[config.mk]
export PLATFORM = sky130hd
export DESIGN_NAME = ps2_key_events
export DESIGN_NICKNAME = d
export VERILOG_FILES = /design/src/rtl/ps2_key_events.sv
export SDC_FILE = /design/constraint.sdc
export NUM_CORES = 1
export LEC_CHECK = 0
export CAP_MARGIN = 10
export CORE_MARGIN = 5
export CORE_UTILIZATION = 53
export DETAILED_ROUTE_END_ITERATION = 10
export GPL_ROUTABILITY_DRIVEN = 1
export HOLD_SLACK_MARGIN = 0.02
export MAX_ROUTING_LAYER = met4
export PLACE_DENSITY = 0.75
export SYNTH_ARGS = -nofsm -noshare
export SYNTH_HDL_FRONTEND = slang
export SYNTH_SLANG_ARGS = --single-unit
[constraint.sdc]
create_clock -name clk -period 3.3 [get_ports clk]
set_clock_uncertainty 0.15 [all_clocks]
set_input_delay 0.66 -clock clk [delete_from_list [all_inputs] [get_ports clk]]
set_output_delay 0.66 -clock clk [all_outputs]
set_load 0.02 [all_outputs]
[src/rtl/ps2_key_events.sv]
// PS/2 scan-code to lane-event converter: held bitmap, press pulses, timestamped event FIFO.
// Define PS2_KEY_RELEASE_EVENTS_EN to also queue release events for held lanes.
module ps2_key_events #(
   parameter int         FIFO_DEPTH = 8,
   parameter int         TICK_DIV   = 500000,
   parameter int         TS_W       = 12,
   parameter logic [7:0] KEY0_CODE  = 8'h1C,
   parameter logic [7:0] KEY1_CODE  = 8'h1B,
   parameter logic [7:0] KEY2_CODE  = 8'h23,
   parameter logic [7:0] KEY3_CODE  = 8'h2B
) (
   input  logic                          clk,
   input  logic                          reset,
   input  logic [7:0]                    ps2_byte,
   input  logic                          ps2_valid,
   output logic [3:0]                    key_held,
   output logic [3:0]                    key_press,
   output logic                          evt_valid,
   input  logic                          evt_ready,
   output logic [TS_W+2:0]               evt_data,
   output logic [$clog2(FIFO_DEPTH):0]   evt_count,
   output logic                          overflow,
   input  logic                          clr_ovf
);

   // state    | meaning
   // ST_IDLE  | waiting for a make code or prefix
   // ST_EXT   | E0 seen, extended code follows
   // ST_BRK   | F0 seen, next byte is a break code
   // ST_EXT_BRK | E0 F0 seen, next byte discarded

   localparam int AW = $clog2(FIFO_DEPTH);
   localparam int CW = AW + 1;
   localparam int DW = TS_W + 3;
   localparam int PW = (TICK_DIV > 1) ? $clog2(TICK_DIV) : 1;
   localparam logic [7:0] CODE_EXT = 8'hE0;
   localparam logic [7:0] CODE_BRK = 8'hF0;

   typedef enum logic [1:0] {
      ST_IDLE    = 2'd0,
      ST_EXT     = 2'd1,
      ST_BRK     = 2'd2,
      ST_EXT_BRK = 2'd3
   } state_t;

   state_t          state;
   logic            act_make;
   logic            act_brk;
   logic [1:0]      act_lane;
   logic            lk_hit;
   logic [1:0]      lk_lane;

   logic [PW-1:0]   tick_cnt;
   logic [TS_W-1:0] ts;

   logic            push_req;
   logic [DW-1:0]   push_word;
   logic            do_pop;
   logic            do_wr;
   logic            drop;
   logic            full;
   logic [AW-1:0]   wr_ptr;
   logic [AW-1:0]   rd_ptr;
   logic [DW-1:0]   mem [FIFO_DEPTH];

   always_comb begin
      lk_hit  = 1'b1;
      lk_lane = 2'd0;
      if (ps2_byte == KEY0_CODE)      lk_lane = 2'd0;
      else if (ps2_byte == KEY1_CODE) lk_lane = 2'd1;
      else if (ps2_byte == KEY2_CODE) lk_lane = 2'd2;
      else if (ps2_byte == KEY3_CODE) lk_lane = 2'd3;
      else                            lk_hit  = 1'b0;
   end

   // Parser registers a decoded make/break action; it is applied one edge later.
   always_ff @(posedge clk or negedge reset) begin
      if (!reset) begin
         state    <= ST_IDLE;
         act_make <= 1'b0;
         act_brk  <= 1'b0;
         act_lane <= 2'd0;
      end else begin
         act_make <= 1'b0;
         act_brk  <= 1'b0;
         if (ps2_valid) begin
            case (state)
               ST_IDLE: begin
                  if (ps2_byte == CODE_EXT)      state <= ST_EXT;
                  else if (ps2_byte == CODE_BRK) state <= ST_BRK;
                  else begin
                     act_make <= lk_hit;
                     act_lane <= lk_lane;
                  end
               end
               ST_EXT: begin
                  state <= (ps2_byte == CODE_BRK) ? ST_EXT_BRK : ST_IDLE;
               end
               ST_BRK: begin
                  act_brk  <= lk_hit;
                  act_lane <= lk_lane;
                  state    <= ST_IDLE;
               end
               ST_EXT_BRK: state <= ST_IDLE;
               default:    state <= ST_IDLE;
            endcase
         end
      end
   end

   always_ff @(posedge clk or negedge reset) begin
      if (!reset) begin
         tick_cnt <= '0;
         ts       <= '0;
      end else if (tick_cnt == PW'(TICK_DIV - 1)) begin
         tick_cnt <= '0;
         ts       <= ts + 1'b1;
      end else begin
         tick_cnt <= tick_cnt + 1'b1;
      end
   end

   always_comb begin
      push_req  = 1'b0;
      push_word = '0;
      if (act_make && !key_held[act_lane]) begin
         push_req  = 1'b1;
         push_word = {1'b0, act_lane, ts};
      end
`ifdef PS2_KEY_RELEASE_EVENTS_EN
      if (act_brk && key_held[act_lane]) begin
         push_req  = 1'b1;
         push_word = {1'b1, act_lane, ts};
      end
`endif
   end

   always_ff @(posedge clk or negedge reset) begin
      if (!reset) begin
         key_held  <= 4'b0000;
         key_press <= 4'b0000;
      end else begin
         key_press <= 4'b0000;
         if (act_make && !key_held[act_lane]) begin
            key_held[act_lane]  <= 1'b1;
            key_press[act_lane] <= 1'b1;
         end
         if (act_brk) key_held[act_lane] <= 1'b0;
      end
   end

   // A push into a full FIFO still succeeds when the head leaves in the same cycle.
   assign evt_valid = (evt_count != '0);
   assign full      = (evt_count == CW'(FIFO_DEPTH));
   assign do_pop    = evt_valid && evt_ready;
   assign do_wr     = push_req && (!full || do_pop);
   assign drop      = push_req && full && !do_pop;
   assign evt_data  = evt_valid ? mem[rd_ptr] : '0;

   always_ff @(posedge clk) begin
      if (do_wr) mem[wr_ptr] <= push_word;
   end

   always_ff @(posedge clk or negedge reset) begin
      if (!reset) begin
         wr_ptr    <= '0;
         rd_ptr    <= '0;
         evt_count <= '0;
         overflow  <= 1'b0;
      end else begin
         if (do_wr)  wr_ptr <= wr_ptr + 1'b1;
         if (do_pop) rd_ptr <= rd_ptr + 1'b1;
         if (do_wr && !do_pop)      evt_count <= evt_count + 1'b1;
         else if (!do_wr && do_pop) evt_count <= evt_count - 1'b1;
         if (drop)         overflow <= 1'b1;
         else if (clr_ovf) overflow <= 1'b0;
      end
   end

endmodule

==> impl_metrics.tcl, run 1 <==
set metrics [dict create \
    grt-ovfl-total 0 \
    cts_tree "yes" \
    start_kind "register" \
    die_y_um 126 \
    drv_slew 0 \
    clk_pin_slew_ns 0.06 \
    fin_crit_ns 3.17 \
    worstPathArrival_ns 2.36 \
    hold_viol 0 \
    r2r-start "act_lane[0]" \
    dp_worst_setup_slack_ns 0.242 \
    postSynthCellCount 450 \
    insertedDiodeCount 0 \
    start_util_pct 53.9 \
    critPathKind "reg -> out" \
    drt_wl_total_mm 13.1 \
    firstDrtPassIters 4 \
    hold_start "ts[11]" \
    critPathMaxFanout 4 \
    routedWlPerCell_um 18.7 \
    port_buffers 40 \
    ys_warn_count 0 \
    setup_ws_ns 0.133 \
    cp-end-kind "output port" \
    root_buffer "clkbuf_16" \
    syn_to_final_growth_pct 19.8 \
    startpoint "rd_ptr[0]" \
    grt_pass1_vias 4001 \
    vias 3906 \
    async_flop_share_pct 33.3 \
    cts_buffer_depth 2 \
    seqPwrFrac_pct 40.2 \
    power.share.clock_pct 35.2 \
    leakage_nw 3.27 \
    drt_iter0_drc 248 \
    design.core.area_sq_mm 0.0132 \
    cap_viol_max_count 0 \
    syn_area_sq_mm 0.00714 \
    yosysUniqueCellTypes 53 \
    finalCritPeriodShare_pct 96.0 \
    syn-num-nets 471 \
    p_switching_mw 1.56 \
    worstMarginPinSlew_ns 0.890 \
    ant_nets 0 \
    fmax_mhz 316 \
    grt_pass1_wl_mm 21.2 \
    peakVddDrop_mv 0.320 \
    totalPowerFinal_mw 5.91 \
    intPower_mw 4.35 \
    syn_area_per_cell_sq_um 15.9 \
    power.density_mw_per_mm2 691 \
    seq_area_frac_synth_pct 66.8 \
    drive_gt1_share_pct 20.2 \
    outcome "complete, no violations" \
    ys_seq_elements 168 \
    synth_flop_cell "edfxtp_1" \
    synth_edf_count 112 \
    clock_latency_ns 0.42 \
    relSlewSlack_pct 40.2 \
    p_comb_share_pct 24.7 \
    fp.dieW_um 126 \
    cts_max_level 4 \
    numCtsBuffers 17 \
    hpwl_mm 8.25 \
    grt_max_degree 39 \
    vias_per_cell 5.56 \
    dieArea_sq_mm 0.0159 \
    final-setup-viol-count 0 \
    drc 0 \
    grt_usage_pct 17.8 \
    num_rows 42 \
    fillerInstances 954 \
    worstHoldPathType "reg -> reg" \
    p_sw_share_pct 26.4 \
    fin_setup_tns_ns 0 \
    antenna_found_initial 0 \
    rsz0062_at_grt "false" \
    cts_sinks 168 \
    io_pins 42 \
    layout.nets 534 \
    place_congestion 0.802 \
    required_ns 2.49 \
]
## sequential cells by signal, indices dropped and copies added (netlist names)
signal     cells
mem          112
tick_cnt      19
ts            12
evt_count      4
key_held       4
key_press      4
rd_ptr         3
wr_ptr         3
act_lane       2
state          2
act_brk        1
act_make       1
overflow       1
## stage by stage
| step | instance area (sq um) | utilization [%] | hold slack [ns] | cells |
|---|---|---|---|---|
| floorplan | 7150 | - | 0.214 | 450 |
| global placement | 7850 | 59.2 | 0.300 | 666 |
| detailed placement | 7850 | 59.2 | 0.308 | 666 |
| CTS | 8530 | 64.4 | 0.316 | 702 |
| global route | 8550 | 64.6 | 0.333 | 702 |
| finish | 8550 | 64.6 | 0.315 | 702 |
## what timing repair did
| item | CTS | global route |
|---|---|---|
| endpoints found under the setup margin | 12 | 7 |
| buffers inserted | 2 | 0 |
| endpoints found under the hold margin | 5 | 0 |
| cloned | 1 | 0 |
| hold buffers | 1 | 0 |
| resized for setup | 0 | 7 |
## power groups by stage
stage	registers (mW)	clock network, mW	logic (mW)
6_report	2.37	2.08	1.46
5_1_grt	2.38	2.20	1.57
3_5_place_dp	2.43	0	1.41
4_1_cts	2.37	2.11	1.50
3_3_place_gp	2.42	0	1.39
2_1_floorplan	2.41	0	0.880
## routing by layer
metal / track usage, % / vias up / part of all wire [%] / routed length [um]
li1: - / 1849 / - / -
met1: 22.4 / 1972 / 43 / 5640
met2: 29.4 / 71 / 52 / 6870
met3: 4.11 / 14 / 3.6 / 476
met4: 4.98 / 0 / 0.94 / 123
met5: - / - / 0 / 0
## critical path, cell delays in order (launching register included)
cell and delay [ns]:
dfrtp_2 0.44, buf_4 0.15, mux4_2 0.49, mux2i_1 0.25
nor2_1 0.07, clkdlybuf4s50_1 0.54
## synth_stat cells (all sizes together), types with 2 or more instances
library cell | count | area (sq um)
a2111oi | 2 | 17.5
a21o | 2 | 15.0
a21oi | 6 | 30.0
a31oi | 4 | 25.0
and2 | 14 | 88.8
and3 | 5 | 31.3
and4 | 5 | 43.8
buf | 10 | 60.1
clkbuf | 6 | 22.5
dfrtp | 56 | 1400
edfxtp | 112 | 3360
ha | 7 | 87.6
inv | 15 | 58.8
mux2 | 6 | 67.6
mux2i | 17 | 170
mux4 | 29 | 653
nand2 | 15 | 73.8
nand3 | 14 | 70.1
nand4 | 9 | 56.3
nor2 | 28 | 120
nor2b | 3 | 18.8
nor3 | 15 | 75.1
nor3b | 4 | 40.0
nor4 | 6 | 43.8
nor4b | 6 | 65.1
o21ai | 7 | 35.0
or3 | 3 | 18.8
or3b | 2 | 17.5
xnor2 | 15 | 131
xor2 | 16 | 140
## kinds of logic after synthesis
group                    Yosys count  share of synthesized area [%]
flip-flops                       168                           66.8
AO/OA/AOI/OAI                     26                           2.33
buffers and inverters             31                           1.98
other                              1                         0.0525
XOR/XNOR                          31                           3.80
multiplexers                      52                           12.5
adder cells (fa/ha/maj)            8                           1.51
AND/OR/NAND/NOR                  133                           11.1
## final timing paths
| path | slack [ns] | end | cells past startpoint |
|---|---|---|---|
| max | 0.13 | evt_data[1] | 5 |
| min | 0.31 | ts[11] | 1 |
| max reg2reg | 0.36 | evt_count[3] | 11 |
| min reg2reg | 0.31 | ts[11] | 1 |
| max in group asynchronous | 1.55 | rd_ptr[0] | 3 |
| min in group asynchronous | 0.56 | ts[9] | 2 |
## placed cells by master (no fill, tap or decap), drive strengths merged, types with 15 or more instances in the layout
master         count
dfrtp             56
mux4              29
mux2i             17
xnor2             15
xor2              16
nand2             15
inv               15
nor3              15
edfxtp           112
clkdlybuf4s50     32
clkbuf            20
buf               19
nor2              28
## cell type report
type	count	area, sq um	area share [%]
Multi-Input combinational cell	251	2260	26.4
Inverter	15	58.8	0.688
Sequential cell	168	4770	55.7
Tap cell	176	220	2.57
Clock inverter	12	174	2.03
Timing Repair Buffer	60	616	7.20
Clock buffer	20	457	5.34
Power figures use the tool's default switching activity.
==> run 2: changes to the inputs <==
--- a/config.mk
+++ b/config.mk
@@ -7,7 +7,7 @@
 export LEC_CHECK = 0
 export CAP_MARGIN = 10
 export CORE_MARGIN = 5
-export CORE_UTILIZATION = 53
+export CORE_UTILIZATION = 55
 export DETAILED_ROUTE_END_ITERATION = 10
 export GPL_ROUTABILITY_DRIVEN = 1
 export HOLD_SLACK_MARGIN = 0.02
==> constraint.sdc (replaced) <==
create_clock -name clk -period 4 [get_ports clk]
set_clock_uncertainty 0.15 [all_clocks]
set_input_delay 0.8 -clock clk [delete_from_list [all_inputs] [get_ports clk]]
set_output_delay 0.8 -clock clk [all_outputs]
set_load 0.02 [all_outputs]
==> run 2 against run 1 <==
Setup slack improved by 0.36 ns. Worst hold slack got worse by 0.11 ns. Non-clock buffer count fell by 6. Via count rose by 1.9%. First-iteration DRC count rose by 19%. Critical path depth did not move. Final area fell by 1.9%. Die area fell by 3.4%. Final cell count fell by 1.4%.
==> impl_metrics.tcl, run 2 (synthesis gave the netlist of run 1 again) <==
set metrics [dict create \
    fin_setup_tns_ns 0 \
    cts_sinks 168 \
    hold_viol 0 \
    cts_buffer_depth 2 \
    grt_pass1_vias 4097 \
    worstMarginPinSlew_ns 1.01 \
    placed_area_sq_mm 0.00781 \
    start_kind "register" \
    worstPathCellList "buf_12 -> mux4_2 -> mux2i_1 -> nor2_1 -> clkdlybuf4s50_1" \
    layout.nets 528 \
    path_buf_inv 2 \
    hpwl_mm 8.41 \
    antenna_found_initial 0 \
    root_buffer "clkbuf_16" \
    power.density_mw_per_mm2 556 \
    dieArea_sq_mm 0.0154 \
    peakVddDrop_mv 0.309 \
    finalCritPeriodShare_pct 87.6 \
    cts_setup_buffers 0 \
    relSlewSlack_pct 32.2 \
    cp_top_family "buffers and inverters" \
    numCtsBuffers 17 \
    final-setup-viol-count 0 \
    insertedDiodeCount 0 \
    critPathMaxFanout 24 \
    vias 3980 \
    cts_hold_buffers 0 \
    num_rows 41 \
    rsz0062_at_grt "false" \
    cts_max_level 4 \
    vias_per_cell 5.75 \
    syn_to_final_growth_pct 17.6 \
    cp-end-kind "output port" \
    max_stage_delay_ns 0.54 \
    grt_usage_pct 19.7 \
    io_pins 42 \
    drive_gt1_share_pct 19.2 \
    port_buffers 40 \
    outcome "complete, no violations" \
    start_util_pct 56.3 \
    post-route-util_pct 66.2 \
    regMostFlops "mem" \
    leakage_nw 3.10 \
    die_y_um 124 \
    totalPowerFinal_mw 4.66 \
    drt_iter0_drc 296 \
    regArea_sq_mm 0.00477 \
    cts_resized 0 \
    cpMaxStageDelayCell "mux4_2" \
    biggestRegsByFlops "mem x112, tick_cnt x19, ts x12" \
    firstDrtPassIters 4 \
    worstPathArrival_ns 2.56 \
    cts_tree "yes" \
    fmax_mhz 285 \
    drc 0 \
    grt_pass1_wl_mm 21.7 \
    fin_crit_ns 3.51 \
    final_area_sq_mm 0.00839 \
    cap_viol_max_count 0 \
    clk_pin_slew_ns 0.06 \
    layout_commonest_cell "edfxtp_1" \
    grt_max_degree 33 \
    critPathKind "reg -> out" \
    worstHoldPathType "in -> async" \
    place_congestion 0.808 \
    routedWlPerCell_um 19.1 \
    drv_slew 0 \
    required_ns 3.05 \
    fillerInstances 914 \
    design.core.area_sq_mm 0.0127 \
    clock_latency_ns 0.42 \
    largest_reg_flops 112 \
    fp.dieW_um 124 \
    multi_input_area_sq_mm 0.00226 \
    grt-ovfl-total 0 \
    ant_nets 0 \
    drt_wl_total_mm 13.2 \
    final_cell_mix "112 x edfxtp_1, 55 x dfrtp_1, 39 x clkdlybuf4s50_1" \
]
[run 2: cell types whose count changed in the layout (fill, tap and decap cells not counted), sizes merged]
cell           change
dlymetal6s2s       -7
dlygate4sd3        -1
buf                -4
clkinvlp           +3
bufinv             -2
bufbuf             -1
clkdlybuf4s50      +7
clkbuf             -3
clkinv             -1
inv                +3
[run 2: path summary, 6_finish.rpt]
| path | end | slack, ns | cells past startpoint | start |
|---|---|---|---|---|
| max | evt_data[11] | 0.49 | 5 | rd_ptr[0] |
| min | act_brk | 0.21 | 1 | reset |
| max reg2reg | evt_count[3] | 0.84 | 11 | act_lane[0] |
| min reg2reg | ts[11] | 0.31 | 1 | ts[11] |
| max in group asynchronous | rd_ptr[0] | 2.65 | 2 | reset |
| min in group clk | ts[11] | 0.31 | 1 | ts[11] |
[run 2: worst register-to-register path: stages, from the launching register on]
cell and delay (ns):
dfrtp_1 0.51, mux4_2 0.60, nor2_4 0.28, nand2_4 0.13
inv_4 0.11, ha_1 0.17, inv_1 0.09, ha_1 0.29
a21o_1 0.18, a21oi_1 0.17, mux2i_1 0.25, xnor2_1 0.14
[run 2: per-stage QoR]
stage	setup slack, ns	cells	hold slack [ns]
after CTS	0.459	692	0.220
after floorplan	0.602	450	0.282
after detailed placement	0.725	660	0.301
after global routing	0.361	692	0.250
after global placement	0.827	660	0.299
final	0.495	692	0.209
[run 2: where the power goes]
group          leakage, nW  internal (mW)  switching, mW
combinational         1.07          0.567          0.506
sequential            1.77           1.88          0.129
clock                0.271          0.919          0.660
[run 2: final cells by class]
class | count | area share [%]
timing repair buffer | 54 | 6.11
clock inverter | 15 | 1.80
inverter | 15 | 0.701
sequential | 168 | 56.8
clock buffer | 17 | 5.07
multi-input combinational | 251 | 26.9
tap | 172 | 2.56
[run 2: per-layer routing]
| layer | up-vias | wire (um) | track usage [%] |
|---|---|---|---|
| li1 | 1836 | - | - |
| met1 | 2025 | 5490 | 24.5 |
| met2 | 98 | 6970 | 32.7 |
| met3 | 21 | 503 | 3.86 |
| met4 | 0 | 260 | 6.98 |
| met5 | - | 0 | - |
==> run 3: changes to the inputs <==
--- a/config.mk
+++ b/config.mk
@@ -7,12 +7,12 @@
 export LEC_CHECK = 0
 export CAP_MARGIN = 10
 export CORE_MARGIN = 5
-export CORE_UTILIZATION = 55
+export CORE_UTILIZATION = 45
 export DETAILED_ROUTE_END_ITERATION = 10
 export GPL_ROUTABILITY_DRIVEN = 1
 export HOLD_SLACK_MARGIN = 0.02
 export MAX_ROUTING_LAYER = met4
-export PLACE_DENSITY = 0.75
+export PLACE_DENSITY = 0.63
 export SYNTH_ARGS = -nofsm -noshare
 export SYNTH_HDL_FRONTEND = slang
 export SYNTH_SLANG_ARGS = --single-unit
==> run 3 against run 2 <==
Register-to-register slack improved by 0.02 ns. Clock power about the same. Wire length decreased by 1.4%. Combinational power increased by 7%. Flip-flop and latch count unchanged. Count of clock-buffer cells in the layout unchanged. First-iteration DRC count decreased by 34%. Via count decreased by 3.4%. Critical path type unchanged. Largest power group unchanged.
==> impl_metrics.tcl, run 3 (synthesis gave the netlist of run 1 again) <==
set metrics [dict create \
    biggestRegsByFlops "mem x112, tick_cnt x19, ts x12" \
    peakVddDrop_mv 0.323 \
    cts_tree "yes" \
    cts_hold_buffers 0 \
    worstPathCellList "buf_4 -> mux4_2 -> mux2i_1 -> nor2_1 -> clkdlybuf4s50_1" \
    worstMarginPinSlew_ns 1.05 \
    num_rows 46 \
    use_met1_pct 18.9 \
    antenna_found_initial 0 \
    drt_wl_total_mm 13.0 \
    design.core.area_sq_mm 0.0157 \
    grt-ovfl-total 0 \
    max_stage_delay_ns 0.55 \
    p_comb_share_pct 24.4 \
    hpwl_mm 8.47 \
    numCtsBuffers 17 \
    place_congestion 0.802 \
    critPathKind "reg -> out" \
    io_pins 42 \
    p_switching_mw 1.30 \
    final-setup-viol-count 0 \
    firstDrtPassIters 5 \
    drt_iter0_drc 195 \
    cpMaxStageDelayCell "mux4_2" \
    power.density_mw_per_mm2 552 \
    insertedDiodeCount 0 \
    fmax_mhz 300 \
    cap_viol_max_count 0 \
    grt_usage_pct 15.6 \
    vias 3846 \
    clk_pin_slew_ns 0.06 \
    cts_max_level 4 \
    grt_pass1_wl_mm 21.3 \
    port_buffers 40 \
    drive_gt1_share_pct 19.7 \
    gr-usage-met3_pct 3.48 \
    critPathMaxFanout 16 \
    post-route-util_pct 53.7 \
    fin_setup_tns_ns 0 \
    drv_slew 0 \
    dp_worst_setup_slack_ns 0.754 \
    cts_sinks 168 \
    p_sw_share_pct 27.8 \
    final_cell_mix "112 x edfxtp_1, 55 x dfrtp_1, 39 x clkdlybuf4s50_1" \
    intPower_mw 3.37 \
    clock_latency_ns 0.42 \
    power.share.clock_pct 34.0 \
    root_buffer "clkbuf_16" \
    fp.dieW_um 136 \
    worstHoldPathType "reg -> reg" \
    regMostFlops "mem" \
    grt_pass1_vias 4030 \
    outcome "complete, no violations" \
    cts_buffer_depth 2 \
    largest_reg_flops 112 \
    layout_commonest_cell "edfxtp_1" \
    drc 0 \
    fin_crit_ns 3.34 \
    finalCritPeriodShare_pct 83.4 \
    relSlewSlack_pct 30.2 \
    leakage_nw 3.11 \
    worstPathArrival_ns 2.39 \
    start_kind "register" \
    grt_max_degree 46 \
    vias_per_cell 5.21 \
    setup_ws_ns 0.663 \
    routedWlPerCell_um 17.7 \
    hold_viol 0 \
    syn_to_final_growth_pct 18.3 \
    cts_resized 0 \
    fillerInstances 1321 \
    totalPowerFinal_mw 4.67 \
    met2_usage_pct 26.3 \
    start_util_pct 45.4 \
    dieArea_sq_mm 0.0185 \
    layout.nets 530 \
    required_ns 3.05 \
    rsz0062_at_grt "false" \
    cp-end-kind "output port" \
    seqPwrFrac_pct 41.7 \
    cts_setup_buffers 0 \
    ant_nets 0 \
    die_y_um 136 \
    grt-busiest-layer "met2" \
]
==> run 3: worst max-delay path, delay by kind of cell, from the launching register on <==
kind | cells | cell delay, ns
and+or+nand+nor | 1 | 0.05
muxes | 2 | 0.71
buffers and inverters | 2 | 0.85
DFF | 1 | 0.35
==> run 3: through the flow <==
stage                     hold slack (ns)  instance area [sq um]  instances
after global placement              0.300                   7870        706
after global routing                0.340                   8440        738
final                               0.324                   8440        738
after CTS                           0.323                   8440        738
after detailed placement            0.304                   7870        706
after floorplan                     0.282                   7140        450
==> run 3: layout make-up <==
cell class	instances	area [sq um]	area share, %
clock buffer	17	425	5.04
clock inverter	15	148	1.75
inverter	15	58.8	0.696
multi-input combinational	251	2260	26.8
sequential	168	4770	56.4
tap	216	270	3.20
timing repair buffer	56	515	6.10
==> run 3: final timing paths <==
kind | end | from | slack (ns) | cells after the start
worst max-delay path | evt_data[13] | rd_ptr[0] | 0.66 | 5
worst min register to register | ts[11] | ts[11] | 0.32 | 1
max in group asynchronous | tick_cnt[1] | reset | 2.53 | 2
min in group asynchronous | tick_cnt[12] | reset | 0.42 | 1
worst max register to register | evt_count[3] | act_lane[0] | 0.86 | 11
worst min-delay path | ts[11] | ts[11] | 0.32 | 1
==> run 3: power by group through the flow <==
stage	Combinational, mW	Sequential, mW	Clock, mW
2_1_floorplan	0.725	1.99	0
3_3_place_gp	1.16	1.98	0
3_5_place_dp	1.17	1.98	0
4_1_cts	1.17	1.95	1.61
5_1_grt	1.23	1.95	1.69
6_report	1.14	1.94	1.59
==> run 3: metal layers <==
| metal | vias to the layer above | routed length, um |
|---|---|---|
| met2 | 44 | 6720 |
| met5 | - | 0 |
| met4 | 0 | 178 |
| met3 | 15 | 326 |
| met1 | 1949 | 5800 |
| li1 | 1838 | - |
